$ cat src/rtl/keypad_pkg.sv
// Shared types and constants for the 4x4 keypad scanner.
package keypad_pkg;

    localparam int NUM_LINES = 4;
    localparam int CODE_W    = 4;

    typedef enum logic [1:0] {
        ST_SCAN,
        ST_DEBOUNCE,
        ST_HELD,
        ST_RELEASE
    } state_t;

    // Lowest-index column pulled low; only meaningful when at least one bit is 0.
    function automatic logic [1:0] lowest_low(input logic [NUM_LINES-1:0] col);
        lowest_low = 2'd0;
        for (int i = NUM_LINES - 1; i >= 0; i--) begin
            if (!col[i]) begin
                lowest_low = 2'(i);
            end
        end
    endfunction

endpackage

$ cat src/rtl/key_scan_timer.sv
// Free-running divider: OUT_tick is high for one cycle out of every SCAN_DIV.
module key_scan_timer #(
    parameter int SCAN_DIV = 1000
) (
    input  logic IN_clk,
    input  logic IN_rst,
    output logic OUT_tick
);

    localparam int            CW   = $clog2(SCAN_DIV);
    localparam logic [CW-1:0] LAST = CW'(SCAN_DIV - 1);

    logic [CW-1:0] cnt_q, cnt_d;

    assign OUT_tick = (cnt_q == LAST);

    always_comb begin
        cnt_d = OUT_tick ? '0 : cnt_q + 1'b1;
    end

    always_ff @(posedge IN_clk) begin
        if (IN_rst) begin
            cnt_q <= '0;
        end else begin
            cnt_q <= cnt_d;
        end
    end

endmodule

$ cat src/rtl/keypad_scan_ctrl.sv
// 4x4 keypad row scanner with press/release debounce and a one-cycle key strobe.
// Auto-repeat while held is built only with KEYPAD_KEY_REPEAT_EN defined.
module keypad_scan_ctrl
    import keypad_pkg::*;
#(
    parameter int SCAN_DIV     = 1000,
    parameter int DEB_TICKS    = 8,
    parameter int REPEAT_TICKS = 64
) (
    input  logic                  IN_clk,
    input  logic                  IN_rst,
    input  logic [NUM_LINES-1:0]  IN_col,
    output logic [NUM_LINES-1:0]  OUT_row,
    output logic [CODE_W-1:0]     OUT_value,
    output logic                  OUT_key,
    output logic                  OUT_held
);

    if (SCAN_DIV < 2 || DEB_TICKS < 2 || REPEAT_TICKS < 2) begin : g_bad_params
        $error("keypad_scan_ctrl: SCAN_DIV, DEB_TICKS and REPEAT_TICKS must be >= 2");
    end

    localparam int               CNT_W   = $clog2(DEB_TICKS + 1);
    localparam logic [CNT_W-1:0] DEB_MAX = CNT_W'(DEB_TICKS);

    logic tick;

    key_scan_timer #(.SCAN_DIV(SCAN_DIV)) u_timer (
        .IN_clk  (IN_clk),
        .IN_rst  (IN_rst),
        .OUT_tick(tick)
    );

    state_t              state_q, state_d;
    logic [1:0]          row_q, row_d;
    logic [1:0]          col_q, col_d;
    logic [CNT_W-1:0]    cnt_q, cnt_d;
    logic                key_q, key_d;
    logic [CODE_W-1:0]   value_q, value_d;
    logic                key_dn;

`ifdef KEYPAD_KEY_REPEAT_EN
    localparam int            RW       = $clog2(REPEAT_TICKS);
    localparam logic [RW-1:0] REP_LAST = RW'(REPEAT_TICKS - 1);
    logic [RW-1:0] rep_q, rep_d;
`endif

    // Only the captured column is watched once a press is seen.
    assign key_dn = !IN_col[col_q];

    always_comb begin
        state_d = state_q;
        row_d   = row_q;
        col_d   = col_q;
        cnt_d   = cnt_q;
        key_d   = 1'b0;
        value_d = value_q;
`ifdef KEYPAD_KEY_REPEAT_EN
        rep_d   = rep_q;
`endif
        if (tick) begin
            case (state_q)
                ST_SCAN: begin
                    if (&IN_col) begin
                        row_d = row_q + 2'd1;
                    end else begin
                        col_d   = lowest_low(IN_col);
                        cnt_d   = CNT_W'(1);
                        state_d = ST_DEBOUNCE;
                    end
                end
                ST_DEBOUNCE: begin
                    if (key_dn) begin
                        cnt_d = cnt_q + 1'b1;
                        if (cnt_q + 1'b1 == DEB_MAX) begin
                            cnt_d   = '0;
                            key_d   = 1'b1;
                            value_d = {row_q, col_q};
                            state_d = ST_HELD;
`ifdef KEYPAD_KEY_REPEAT_EN
                            rep_d   = '0;
`endif
                        end
                    end else begin
                        cnt_d   = '0;
                        row_d   = row_q + 2'd1;
                        state_d = ST_SCAN;
                    end
                end
                ST_HELD: begin
                    if (!key_dn) begin
                        cnt_d   = CNT_W'(1);
                        state_d = ST_RELEASE;
                    end
`ifdef KEYPAD_KEY_REPEAT_EN
                    else if (rep_q == REP_LAST) begin
                        key_d = 1'b1;
                        rep_d = '0;
                    end else begin
                        rep_d = rep_q + 1'b1;
                    end
`endif
                end
                ST_RELEASE: begin
                    if (key_dn) begin
                        cnt_d   = '0;
                        state_d = ST_HELD;
`ifdef KEYPAD_KEY_REPEAT_EN
                        rep_d   = '0;
`endif
                    end else begin
                        cnt_d = cnt_q + 1'b1;
                        if (cnt_q + 1'b1 == DEB_MAX) begin
                            cnt_d   = '0;
                            row_d   = row_q + 2'd1;
                            state_d = ST_SCAN;
                        end
                    end
                end
                default: state_d = ST_SCAN;
            endcase
        end
    end

    always_ff @(posedge IN_clk) begin
        if (IN_rst) begin
            state_q <= ST_SCAN;
            row_q   <= '0;
            col_q   <= '0;
            cnt_q   <= '0;
            key_q   <= 1'b0;
            value_q <= '0;
`ifdef KEYPAD_KEY_REPEAT_EN
            rep_q   <= '0;
`endif
        end else begin
            state_q <= state_d;
            row_q   <= row_d;
            col_q   <= col_d;
            cnt_q   <= cnt_d;
            key_q   <= key_d;
            value_q <= value_d;
`ifdef KEYPAD_KEY_REPEAT_EN
            rep_q   <= rep_d;
`endif
        end
    end

    assign OUT_row   = ~(4'b0001 << row_q);
    assign OUT_value = value_q;
    assign OUT_key   = key_q;
    assign OUT_held  = (state_q == ST_HELD) || (state_q == ST_RELEASE);

endmodule

$ cat config.mk
export PLATFORM = sky130hd
export DESIGN_NAME = keypad_scan_ctrl
export DESIGN_NICKNAME = d
export VERILOG_FILES = /design/src/rtl/keypad_pkg.sv /design/src/rtl/key_scan_timer.sv /design/src/rtl/keypad_scan_ctrl.sv
export SDC_FILE = /design/constraint.sdc
export NUM_CORES = 1
export LEC_CHECK = 0
export ABC_AREA = 0
export CAP_MARGIN = 20
export CORE_MARGIN = 4
export CORE_UTILIZATION = 57
export DETAILED_ROUTE_END_ITERATION = 16
export PLACE_DENSITY = 0.82
export SLEW_MARGIN = 25
export SYNTH_ARGS = -nofsm -noshare
export SYNTH_HDL_FRONTEND = slang
export SYNTH_SLANG_ARGS = --single-unit
$ cat constraint.sdc
create_clock -name IN_clk -period 3.48 [get_ports IN_clk]
set_input_delay 0.348 -clock IN_clk [delete_from_list [all_inputs] [get_ports IN_clk]]
set_output_delay 0.348 -clock IN_clk [all_outputs]
set_load 0.05 [all_outputs]
Yosys cells after proc, flatten, opt, wreduce, memory -nomap -nowiden
Cells that the tools add are included.
{ "totals": {"register_bits": 25, "inputBits": 6, "word_cells": 66, "out_inout_bits": 10} }
{ "op_classes": {"n_reduce_logical": 11, "n_lt_le_gt_ge": 1, "eq_ne": 13, "bitwise": 5, "mux": 25, "shifts": 1, "addsub": 3} }
{ "op_table": {"columns": ["operator", "n"], "rows": [
  ["$mux W2", 14],
  ["$mux W4", 5],
  ["$pmux W4 S4", 1],
  ["$ne A2 B2 Y1 const B", 6],
  ["$add A10 B1 Y10 const B", 1],
  ["$eq A10 B10 Y1 const B", 1],
  ["$pmux W2 S4", 1],
  ["$reduce_and A4 Y1", 2],
  ["$ne A3 B3 Y1 const B", 2],
  ["$pmux W2 S3", 1],
  ["$reduce_and A3 Y1", 2],
  ["$reduce_and A6 Y1", 1],
  ["$reduce_and A5 Y1", 1],
  ["$add A4 B1 Y4 const B", 1],
  ["$eq A2 B2 Y1 const B", 2],
  ["$eq A4 B4 Y1 const B", 1],
  ["$not A1 Y1", 4],
  ["$not A4 Y4", 1],
  ["$reduce_or A4 Y1", 1],
  ["$shl A1 B2 Y4 const A", 1],
  ["$lt A2 B3 Y1 const B", 1],
  ["$reduce_bool A3 Y1", 1],
  ["$add A2 B1 Y2 const B", 1],
  ["$bmux W1 S2", 1],
  ["other kinds (5)", 6]
]} }

Longest topological paths before layout
Gate-level depths: netlist (run 1).
{ "depth": {"ltp_word": 5, "depth_mapped": 8, "ltp_nobuf": 7} }

By module
From an unflattened synthesis (run 1), not the netlist that was laid out.
{ "unflattened": {"hier_cells": 147, "area_unflattened_um2": 1336.3} }
{ "modules_own_cells": {"columns": ["module", "n_inst", "cells_each", "area_per_inst_um2", "seq_area_each_um2"], "rows": [
  ["keypad_scan_ctrl", 1, 91, 845.8, 300.3],
  ["key_scan_timer", 1, 56, 490.5, 200.2]
]} }

Worst setup path after synthesis (run 1)
OpenSTA, ideal clock, no wires.
{ "synth_path": {"path_kind": "reg-to-reg", "from": "register u_timer.cnt_q[0]", "to": "register row_q[0]", "setup_time_ns": 0.123, "t_required_ns": 3.357, "arrival_ns": 1.909, "slack_ns": 1.448, "synth_period_minus_slack_ns": 2.032, "path_stages_with_launch": 8, "path_buffers": 1, "path_cell_list": "dfxtp_1 -> ha_1 -> or3b_1 -> nor3_2 -> buf_4 -> o21ai_2 -> a311oi_4 -> mux2_1"} }
{ "synth_between": {"elab_chain_len": 2} }
{ "synth_rtl": {"columns": ["item", "line_no", "source"], "rows": [
  ["from (decl)", "key_scan_timer.sv:13", "logic [CW-1:0] cnt_q, cnt_d;"],
  ["from (signal assigned)", "key_scan_timer.sv:25", "cnt_q <= cnt_d;"],
  ["$eq A10 B10 Y1", "key_scan_timer.sv:15", "assign OUT_tick = (cnt_q == LAST);"],
  ["$reduce_and A6 Y1 (no source line)", null, null],
  ["to (signal assigned)", "keypad_scan_ctrl.sv:138", "row_q <= row_d;"],
  ["to (decl)", "keypad_scan_ctrl.sv:35", "logic [1:0] row_q, row_d;"]
]} }
No other way between the ends.
A chain may end at the register's enable or synchronous reset.

Final worst setup path (run 1)
{ "layout_path": {"from": "register u_timer.cnt_q[0]", "to": "register value_q[3] (netlist: OUT_value[3])"} }
{ "layout_between": {"elab_chain_len": 2} }
{ "layout_rtl": {"columns": ["item", "line_no", "source"], "rows": [
  ["$eq A10 B10 Y1", "key_scan_timer.sv:15", null],
  ["$reduce_and A4 Y1 (no source line)", null, null],
  ["to (signal assigned)", "keypad_scan_ctrl.sv:142", "value_q <= value_d;"],
  ["to (decl)", "keypad_scan_ctrl.sv:39", "logic [CODE_W-1:0] value_q, value_d;"]
]} }
No other way between the ends.

==> metrics.txt, run 1 <==
die width=55.51 um; Synth area leaders=dfxtp_1 (39%), nor2_1 (7.9%), ha_1 (6.8%); crit-path cells=ha_1 > or3b_1 > nor3_2 > and2_1 > nand3_1 > mux2i_1 > nor2_1; Syn Nets=163; Mean Syn Cell Area=approximately 8.6 um2; H-tree depth=1; DRT Wirelength=2346 um; slew margin rel.=0.5512; Skew-Pair Late Insertion Delay=310 ps; post-synth top area share=0.3891; CP startpoint kind=flip-flop; Root Buffer=clkbuf_4; gr ovfl total=0; Die Y=55.51 um; Worst VDD drop=roughly 270 uV; post-synthesis async set-or-reset flop share=0; vias in the first global route=975; iteration-0 DRC count of the detailed router=22; Bufs on Longest Clock Path=2; setup violators final=0; Final min period=about 2500 ps; gr usage total=0.1665; CP max stage cell=nor3_2; Mapped Cells=150; Initial Utilization=0.6299; CP Data Required Time=3670 ps; most frequent cells in the layout=nor2_1 (27), dfxtp_1 (25), clkdlybuf4s50_1 (15); CTS tree=built; largest net degree at the start of global routing=20; unrepaired setup endpoints after global routing=false; row cnt=16; setup TNS=0 ps; final worst path period share=0.7129; number of synthesized flops with an enable pin=0; CP top delay family=simple AND/OR/NAND/NOR gates; Synth Warn #=0; antenna violations before repair=0; Detail Route Antenna Nets=0; Remaining DRCs=0; final core utilization=0.7145; crit path DAT=between 2000 and 3000 ps; max-slew violation count=0; leakage power total=0.0005630 uW; crit path kind=reg -> reg; GPL Wtd Cong=0.7939; max_cap viols=0; routed vias/inst=5.407; worst slew pin tran=669.6 ps; share of layout cells above drive strength 1=0.06790; Crit. End Element=flip-flop; Worst-path clk slew=130 ps; P per Cell Area=302.6 mW/mm2; first-pass GRT wire length=4222 um; post-synth top area cell=dfxtp_1; P&R area growth vs syn=13.42%; status=completed; CTS buffer count=3; most common cell after layout, fill and taps aside=nor2_1; register area share after synthesis=0.3891; Cell variety after synth=38; Detail Placement HPWL=1767 um; Yosys reg bits=25; clk_skew=4.716 ps; most used flip-flop cell after synthesis=dfxtp_1; post-CTS resize count=0; f_max=403.1 MHz; Mapped Area=between 0.001 and 0.0015 mm2; Final Hold Viols=0; Core ar.=0.002042 mm2; nets@finish=between 150 and 200; DR vias=1022; postcts setup bufs=0; Max stage delay on crit path=around 520 ps; Buf/Inv on CP=0; IO Port Bufs=15; n_diodes=0; Sink Count=25; DRT Pass-1 Iters=4; # IOs=16; die area=roughly 0.003 mm2; type of the worst min-delay path=reg -> reg; WL per Instance=12.41 um; CTS Hold Buffers Added=0; crit path max fanout=11
==> cell families after synthesis <==
kind of cell / count (synthesis) / synth area share
AOI/OAI and AO/OA: 21 / 0.1148
DFF: 25 / 0.3891
and+or+nand+nor: 67 / 0.2539
muxes: 8 / 0.07393
buffers and inverters: 15 / 0.05253
xor gates and xnor gates: 7 / 0.04767
adders and majority gates: 7 / 0.06809
==> layout make-up <==
class | count | area (um2)
inverter | 8 | 30.03
clock buffer | 4 | 26.28
multi-input combinational | 110 | 718.2
tap | 27 | 33.78
sequential | 25 | 500.5
fill | 169 | 583.1
timing repair buffer | 15 | 150.1
==> metal layers <==
metal	vias up	track usage	wire length (um)	part of all wire
met5	-	0	0	0
met3	6	0.03263	96	0.041
li1	534	-	-	-
met1	455	0.2026	1100	0.47
met4	0	0.07292	50	0.021
met2	27	0.2821	1099	0.47
==> flip-flops by register name, summed over array words and instances, names as in the netlist, named ones only <==
| name | flops |
|---|---|
| state_q | 1 |
| OUT_key | 1 |
| u_timer.cnt_q | 10 |
| col_q | 2 |
| OUT_value | 4 |
| row_q | 2 |
| cnt_q | 4 |
==> metrics by stage <==
step | cells | hold WS, ps | setup slack, ps | power [uW] | cell area, um2
final | 189 | 481.7 | 999.1 | 441.5 | 1459
after global routing | 189 | 512.2 | 784.2 | 463.7 | 1459
after CTS | 189 | 491.0 | 983.7 | 447.8 | 1459
after detailed placement | 185 | 461.4 | 1019 | 323.3 | 1433
after global placement | 185 | 442.5 | 1125 | 321.9 | 1433
after floorplan | 150 | 430.2 | 1448 | 313.2 | 1286
==> power breakdown <==
part	total (uW)	switching, uW	internal [uW]
logic	25.0	13.2	11.8
registers	292	2.81	289
clock network	125	79.8	44.8
total	442	95.8	346
==> Yosys cell counts (all sizes together), types with 2 or more instances <==
cell type and count:
nand4 2, mux2i 5, and3 2, inv 8
o21ai 6, nor3 4, or2 2, and2 2
a21oi 8, a311oi 3, dfxtp 25, mux2 2
nand2 10, ha 7, or3 3, xor2 6
clkbuf 4, nand3 9, nand2b 3, buf 3
nor2 27
==> worst paths after layout <==
check / from / to / slack, ps / depth (start not counted)
worst min register to register: u_timer.cnt_q[0] / u_timer.cnt_q[0] / 480 / 1
worst max register to register: u_timer.cnt_q[0] / OUT_value[3] / 1000 / 7
worst min-delay path: u_timer.cnt_q[0] / u_timer.cnt_q[0] / 480 / 1
worst max-delay path: u_timer.cnt_q[0] / OUT_value[3] / 1000 / 7
Note: power is estimated with default switching activity, not from simulation.
==> run 2, diff against run 1 <==
--- a/config.mk
+++ b/config.mk
@@ -8,9 +8,9 @@
 export ABC_AREA = 0
 export CAP_MARGIN = 20
 export CORE_MARGIN = 4
-export CORE_UTILIZATION = 57
+export CORE_UTILIZATION = 54
 export DETAILED_ROUTE_END_ITERATION = 16
-export PLACE_DENSITY = 0.82
+export PLACE_DENSITY = 0.78
 export SLEW_MARGIN = 25
 export SYNTH_ARGS = -nofsm -noshare
 export SYNTH_HDL_FRONTEND = slang
==> constraint.sdc (replaced) <==
create_clock -name IN_clk -period 2.3 [get_ports IN_clk]
set_input_delay 0.23 -clock IN_clk [delete_from_list [all_inputs] [get_ports IN_clk]]
set_output_delay 0.23 -clock IN_clk [all_outputs]
set_load 0.05 [all_outputs]
==> metrics.txt, run 2 (same netlist as run 1, synthesis figures left out) <==
Most flops, register=u_timer.cnt_q; CP startpoint=row_q[0]; CP startpoint kind=flip-flop; share of layout cells above drive strength 1=0.1018 (+0.03390); setup violators final=0 (unchanged); crit path max fanout=5 (-6); # IOs=16 (unchanged); Detail Route Antenna Nets=0 (unchanged); Core ar.=0.002233 mm2 (+9.4%); routed vias/inst=5.462 (+1.0%); GPL Wtd Cong=0.8906 (+12%); CTS Hold Buffers Added=0 (unchanged); R2R setup slack=190 ps (-810 ps); WL per Instance=12.11 um (-2.5%); DRT Wirelength=2361 um (+0.64%); die area=0.003227 mm2 (+4.7%); Root Buffer=clkbuf_4; most frequent cells in the layout=nor2_1 (27), dfxtp_1 (25), clkdlybuf4s50_1 (15); most common cell after layout, fill and taps aside=nor2_1; fin cells=195 (+3.2%); Switching Power=158.8 uW (+66%); row cnt=17 (+1); nets@finish=181 (+2.8%); status=completed; max_cap viols=0 (unchanged); vias in the first global route=975 (unchanged); Setup crit end=OUT_row[0]; Final Hold Viols=0 (unchanged); reg2reg start=u_timer.cnt_q[0]; CP Data Required Time=2070 ps (-1600 ps); clk_skew=5.834 ps (+1.117 ps); Final min period=around 2100 ps; H-tree depth=1 (unchanged); type of the worst min-delay path=reg -> reg; post-CTS resize count=0 (unchanged); P_int=529.1 uW (+53%); DR vias=1065 (+4.2%); Skew-Pair Late Insertion Delay=320 ps (about the same); Worst-path clk slew=140 ps (about the same); IO Port Bufs=15 (unchanged); final worst path period share=0.9295; P&R area growth vs syn=16.83%; worst slew pin tran=497.6 ps (-172.1 ps); first-pass GRT wire length=3953 um (-6.4%); Sink Count=25 (unchanged); placed insts=191 (+3.2%); CTS buffer count=3 (unchanged); postcts setup bufs=0 (unchanged); gr usage total=0.1524 (-0.01412); Comb pwr share=0.060 (+0.003); CTS tree=built; die width=56.81 um (+2.3%); leakage power total=0.0005922 uW (+5.2%); Bufs on Longest Clock Path=2 (unchanged); P per Cell Area=457.8 mW/mm2 (+51%); iteration-0 DRC count of the detailed router=11 (-50%); antenna violations before repair=0 (unchanged); Clock power frac=0.297 (+0.015); crit path DAT=1910 ps (-760 ps); Die Y=56.81 um (+2.3%); sequential share of power=0.643 (-0.018); Crit. End Element=primary output; crit path kind=reg -> out; max FFs per register=10 (unchanged); Worst VDD drop=536.1 uV (+100%); n_diodes=0 (unchanged); FF-to-FF End=row_q[0]; switch share=0.2308 (+0.01381); f_max=467.7 MHz; gr ovfl total=0 (unchanged); Initial Utilization=0.5759 (-0.05399); largest net degree at the start of global routing=17 (-15%); Remaining DRCs=0 (unchanged); Reg2Reg Depth=6 (-1); slew margin rel.=0.6673 (+0.1161); unrepaired setup endpoints after global routing=false; DRT Pass-1 Iters=4 (unchanged); setup TNS=0 ps (unchanged); max-slew violation count=0 (unchanged); Detail Placement HPWL=1815 um (+2.7%)
==> run 2: cell count changes in the layout (fill, tap and decap cells not counted) <==
cell	before	now
inv_6	0	1
buf_4	0	5
clkbuf_1	1	0
==> run 2: final cells by class <==
| cell class | instances | area, um2 |
|---|---|---|
| inverters | 8 | 30.03 |
| multi-input cells | 110 | 718.2 |
| well taps | 28 | 35.03 |
| flip-flops and latches | 25 | 500.5 |
| repair buffers | 20 | 187.7 |
| clock inverters | 1 | 8.758 |
| fillers | 185 | 730.7 |
| clock buffers | 3 | 22.52 |
==> run 2: how the worst min path moves through the flow <==
stage,from,endpoint,slack (ps),cells past startpoint
2_1_floorplan,IN_col[1],col_q[1],390,2
3_3_place_gp,u_timer.cnt_q[0],u_timer.cnt_q[0],460,1
3_5_place_dp,u_timer.cnt_q[0],u_timer.cnt_q[0],460,1
4_1_cts,u_timer.cnt_q[0],u_timer.cnt_q[0],500,1
5_1_grt,u_timer.cnt_q[0],u_timer.cnt_q[0],530,1
6_report,u_timer.cnt_q[0],u_timer.cnt_q[0],490,1
==> run 2: power groups by stage <==
stage,registers [uW],clock network [uW],logic (uW)
floorplan,451,0,23.3
global placement,452,0,39.5
CTS,442,212,41.5
detailed placement,452,0,41.3
global route,443,231,46.1
finish,442,204,41.2
==> run 2: through the flow <==
stage / cell area [um2] / power (uW) / hold WS (ps) / util / setup WS, ps
2_1_floorplan: 1286 / 473.8 / 390.3 / - / 267.9
3_3_place_gp: 1471 / 491.1 / 457.1 / 0.6588 / 208.4
3_5_place_dp: 1471 / 492.8 / 464.1 / 0.6588 / 135.8
4_1_cts: 1503 / 695.7 / 496.9 / 0.6728 / 132.4
5_1_grt: 1503 / 720.0 / 531.8 / 0.6728 / 41.90
6_report: 1503 / 687.9 / 493.5 / 0.6728 / 162.1
==> run 2: critical path: stages, from the launching register on <==
cell             delay (ps)
dfxtp_1                 440
inv_1                   110
ha_1                    210
inv_1                    50
clkdlybuf4s50_1         790
==> run 2: per-layer routing <==
layer / vias up / wire length [um] / GRT usage
met3: 2 / 121 / 0.05057
met5: - / 0 / 0
met2: 21 / 1259 / 0.2937
met4: 0 / 14 / 0.02980
li1: 543 / - / -
met1: 499 / 965 / 0.1583
==> run 3, diff against run 2 <==
--- a/config.mk
+++ b/config.mk
@@ -9,9 +9,12 @@
 export CAP_MARGIN = 20
 export CORE_MARGIN = 4
 export CORE_UTILIZATION = 54
+export CTS_CLUSTER_SIZE = 25
 export DETAILED_ROUTE_END_ITERATION = 16
+export GPL_TIMING_DRIVEN = 0
 export PLACE_DENSITY = 0.78
 export SLEW_MARGIN = 25
 export SYNTH_ARGS = -nofsm -noshare
 export SYNTH_HDL_FRONTEND = slang
+export SYNTH_HIERARCHICAL = 1
 export SYNTH_SLANG_ARGS = --single-unit
==> metrics.txt, run 3 <==
type of the worst min-delay path=reg -> reg; xor/xnor share of the synthesized area=0.03184 (-0.01583); Syn Nets=159 (-2.5%); Skew-Pair Late Insertion Delay=320 ps (about the same); post-synthesis async set-or-reset flop share=0 (unchanged); simple-gate share of the synthesized area=0.2640 (+0.01015); die width=57.75 um (+1.7%); Sink Count=25 (unchanged); # IOs=16 (unchanged); crit path DAT=1920 ps (about the same); share of layout cells above drive strength 1=0.1257 (+0.02395); nets@finish=180 (-0.55%); unrepaired setup endpoints after global routing=false; post-synth top area share=0.3745 (-0.01457); H-tree depth=1 (unchanged); P per Cell Area=444.3 mW/mm2 (-3.0%); pre-CTS setup slack=-88.95 ps (-224.8 ps); post-synth top area cell=dfxtp_1; Worst VDD drop=361.6 uV (-33%); CTS tree=built; most frequent cells in the layout=dfxtp_1 (24), clkdlybuf4s50_1 (15), nor2_1 (14); crit path kind=reg -> out; Crit. End Element=primary output; Synth Warn #=6 (+6); GPL Wtd Cong=0.8151 (-8.5%); Final min period=2155 ps (+16.80 ps); CP startpoint kind=flip-flop; clk_skew=8.548 ps (+2.715 ps); CP most frequent cell=inv_1; total power=710.9 uW (+3.4%); DRT Wirelength=2745 um (+16%); worst slew pin tran=509.2 ps (+11.68 ps); compound-gate portion of the synthesized area=0.1629 (+0.04814); leakage power total=0.0005695 uW (-3.8%); CP max stage cell=clkdlybuf4s50_1; f_max=464.1 MHz (-0.78%); row cnt=17 (unchanged); P&R area growth vs syn=19.76%; Worst-path clk slew=140 ps (about the same); Mapped Area=0.001336 mm2 (+3.9%); Bufs on Longest Clock Path=2 (unchanged); CP Data Required Time=2070 ps (about the same); Initial Utilization=0.5871 (+0.01123); max FFs per register=10 (unchanged); crit path max fanout=5 (unchanged); number of synthesized flops with an enable pin=0 (unchanged); adder-cell share of the synthesized area=0.05618 (-0.01191); first-pass GRT wire length=4740 um (+20%); DRT Pass-1 Iters=4 (unchanged); die area=0.003334 mm2 (+3.3%); most common cell after layout, fill and taps aside=dfxtp_1; Remaining DRCs=0 (unchanged); slew margin rel.=0.6594 (-0.007812); Synth top cells by count=dfxtp_1 (25), nor2_1 (14), inv_1 (11), nand2_1 (11), o21ai_0 (7); antenna violations before repair=0 (unchanged); iteration-0 DRC count of the detailed router=41 (+30); WL per Instance=14.08 um (+16%); post-synthesis mux area share=0.06273 (-0.01120); CTS buffer count=3 (unchanged); gr usage total=0.1761 (+0.02367); setup violators final=0 (unchanged); n_diodes=0 (unchanged); Placed Area=0.001521 mm2 (+3.4%); most used flip-flop cell after synthesis=dfxtp_1; largest net degree at the start of global routing=15 (-2); Most flops, register=u_timer/cnt_q; max_cap viols=0 (unchanged); final worst path period share=0.9368 (+0.007304); max-slew violation count=0 (unchanged); Die Y=57.75 um (+1.7%); Mapped Cells=147 (-2.0%); Core ar.=0.002276 mm2 (+1.9%); Max stage delay on crit path=790 ps (about the same); CP top delay family=buffers and inverters; count leader, synth=dfxtp_1; DR vias=1117 (+4.9%); register area share after synthesis=0.3745 (-0.01457); # fillers=174 (-5.9%); Detail Route Antenna Nets=0 (unchanged); Cell variety after synth=49 (+29%); setup TNS=0 ps (unchanged); gr ovfl total=0 (unchanged); status=completed; vias in the first global route=1113 (+14%); Detail Placement HPWL=1922 um (+5.9%); Mean Syn Cell Area=9.090 um2 (+6.0%); Synth area leaders=dfxtp_1 (37%), ha_1 (5.6%), nor2_1 (3.9%); largest family of logic cells by synthesized area=simple AND/OR/NAND/NOR gates; IO Port Bufs=15 (unchanged); Yosys reg bits=25 (unchanged); routed vias/inst=5.728 (+4.9%); Final Hold Viols=0 (unchanged); Buf/Inv on CP=3 (unchanged); crit-path cells=inv_1 > ha_1 > inv_1 > clkdlybuf4s50_1; Root Buffer=clkbuf_4; Final WS setup=145.3 ps (-16.80 ps); Design Area, Final=0.001600 mm2 (+6.5%)
## run 3: layer usage
layer	up-vias	wire length, um	track usage	part of all wire
met5	-	0	0	0
met3	6	108	0.03341	0.039
li1	575	-	-	-
met1	502	1303	0.2260	0.47
met4	0	48	0.1026	0.017
met2	34	1285	0.2742	0.47
## run 3: layout make-up
class	instances	area, um2	share of cell area
Inverter	11	41.29	0.02580
Timing Repair Buffer	16	157.7	0.09851
Buffer	5	26.28	0.01642
Sequential cell	25	501.7	0.3135
Multi-Input combinational cell	106	810.8	0.5066
Tap cell	28	35.03	0.02189
Clock inverter	1	5.005	0.003127
Clock buffer	3	22.52	0.01407
## run 3: power by group
| part | switching (uW) | internal [uW] |
|---|---|---|
| combinational | 27.5 | 26.0 |
| clock | 134 | 65.1 |
| sequential | 14.6 | 443 |
| total | 176 | 535 |
## run 3: what timing repair did
item                       in CTS  in global routing
setup buffers                   0                  1
resized for setup               1                  8
pin swaps                       0                  1
setup endpoints to repair       8                 10
hold buffers                    0                  0
## run 3: final timing paths
| check | start | to | slack [ps] | depth (start not counted) |
|---|---|---|---|---|
| max | row_q[0] | OUT_row[0] | 150 | 4 |
| min | u_timer/cnt_q[0] | u_timer/cnt_q[0] | 480 | 1 |
| max reg2reg | u_timer/cnt_q[1] | OUT_value[0] | 190 | 9 |
| min reg2reg | u_timer/cnt_q[0] | u_timer/cnt_q[0] | 480 | 1 |
## run 3: logic make-up after synthesis
kind of cell | count (synthesis)
xor gates and xnor gates | 4
and+or+nand+nor | 58
AOI/OAI and AO/OA | 31
DFF | 25
adders and majority gates | 6
buffers and inverters | 16
muxes | 7
## run 3: worst register-to-register path: stages (launching register included)
cell	delay, ps
dfxtp_1	410
ha_4	200
nand4bb_4	150
nor3_2	150
clkbuf_4	220
nand2_1	130
nor4_4	310
buf_4	190
mux2i_1	180
nor2_1	60
## run 3: stage by stage
stage	hold WS (ps)	cells	utilization
after global placement	436.2	190	0.6685
after floorplan	299.4	147	-
after detailed placement	449.7	190	0.6685
final	475.4	195	0.7031
after CTS	481.4	194	0.6811
after global routing	510.4	195	0.7031
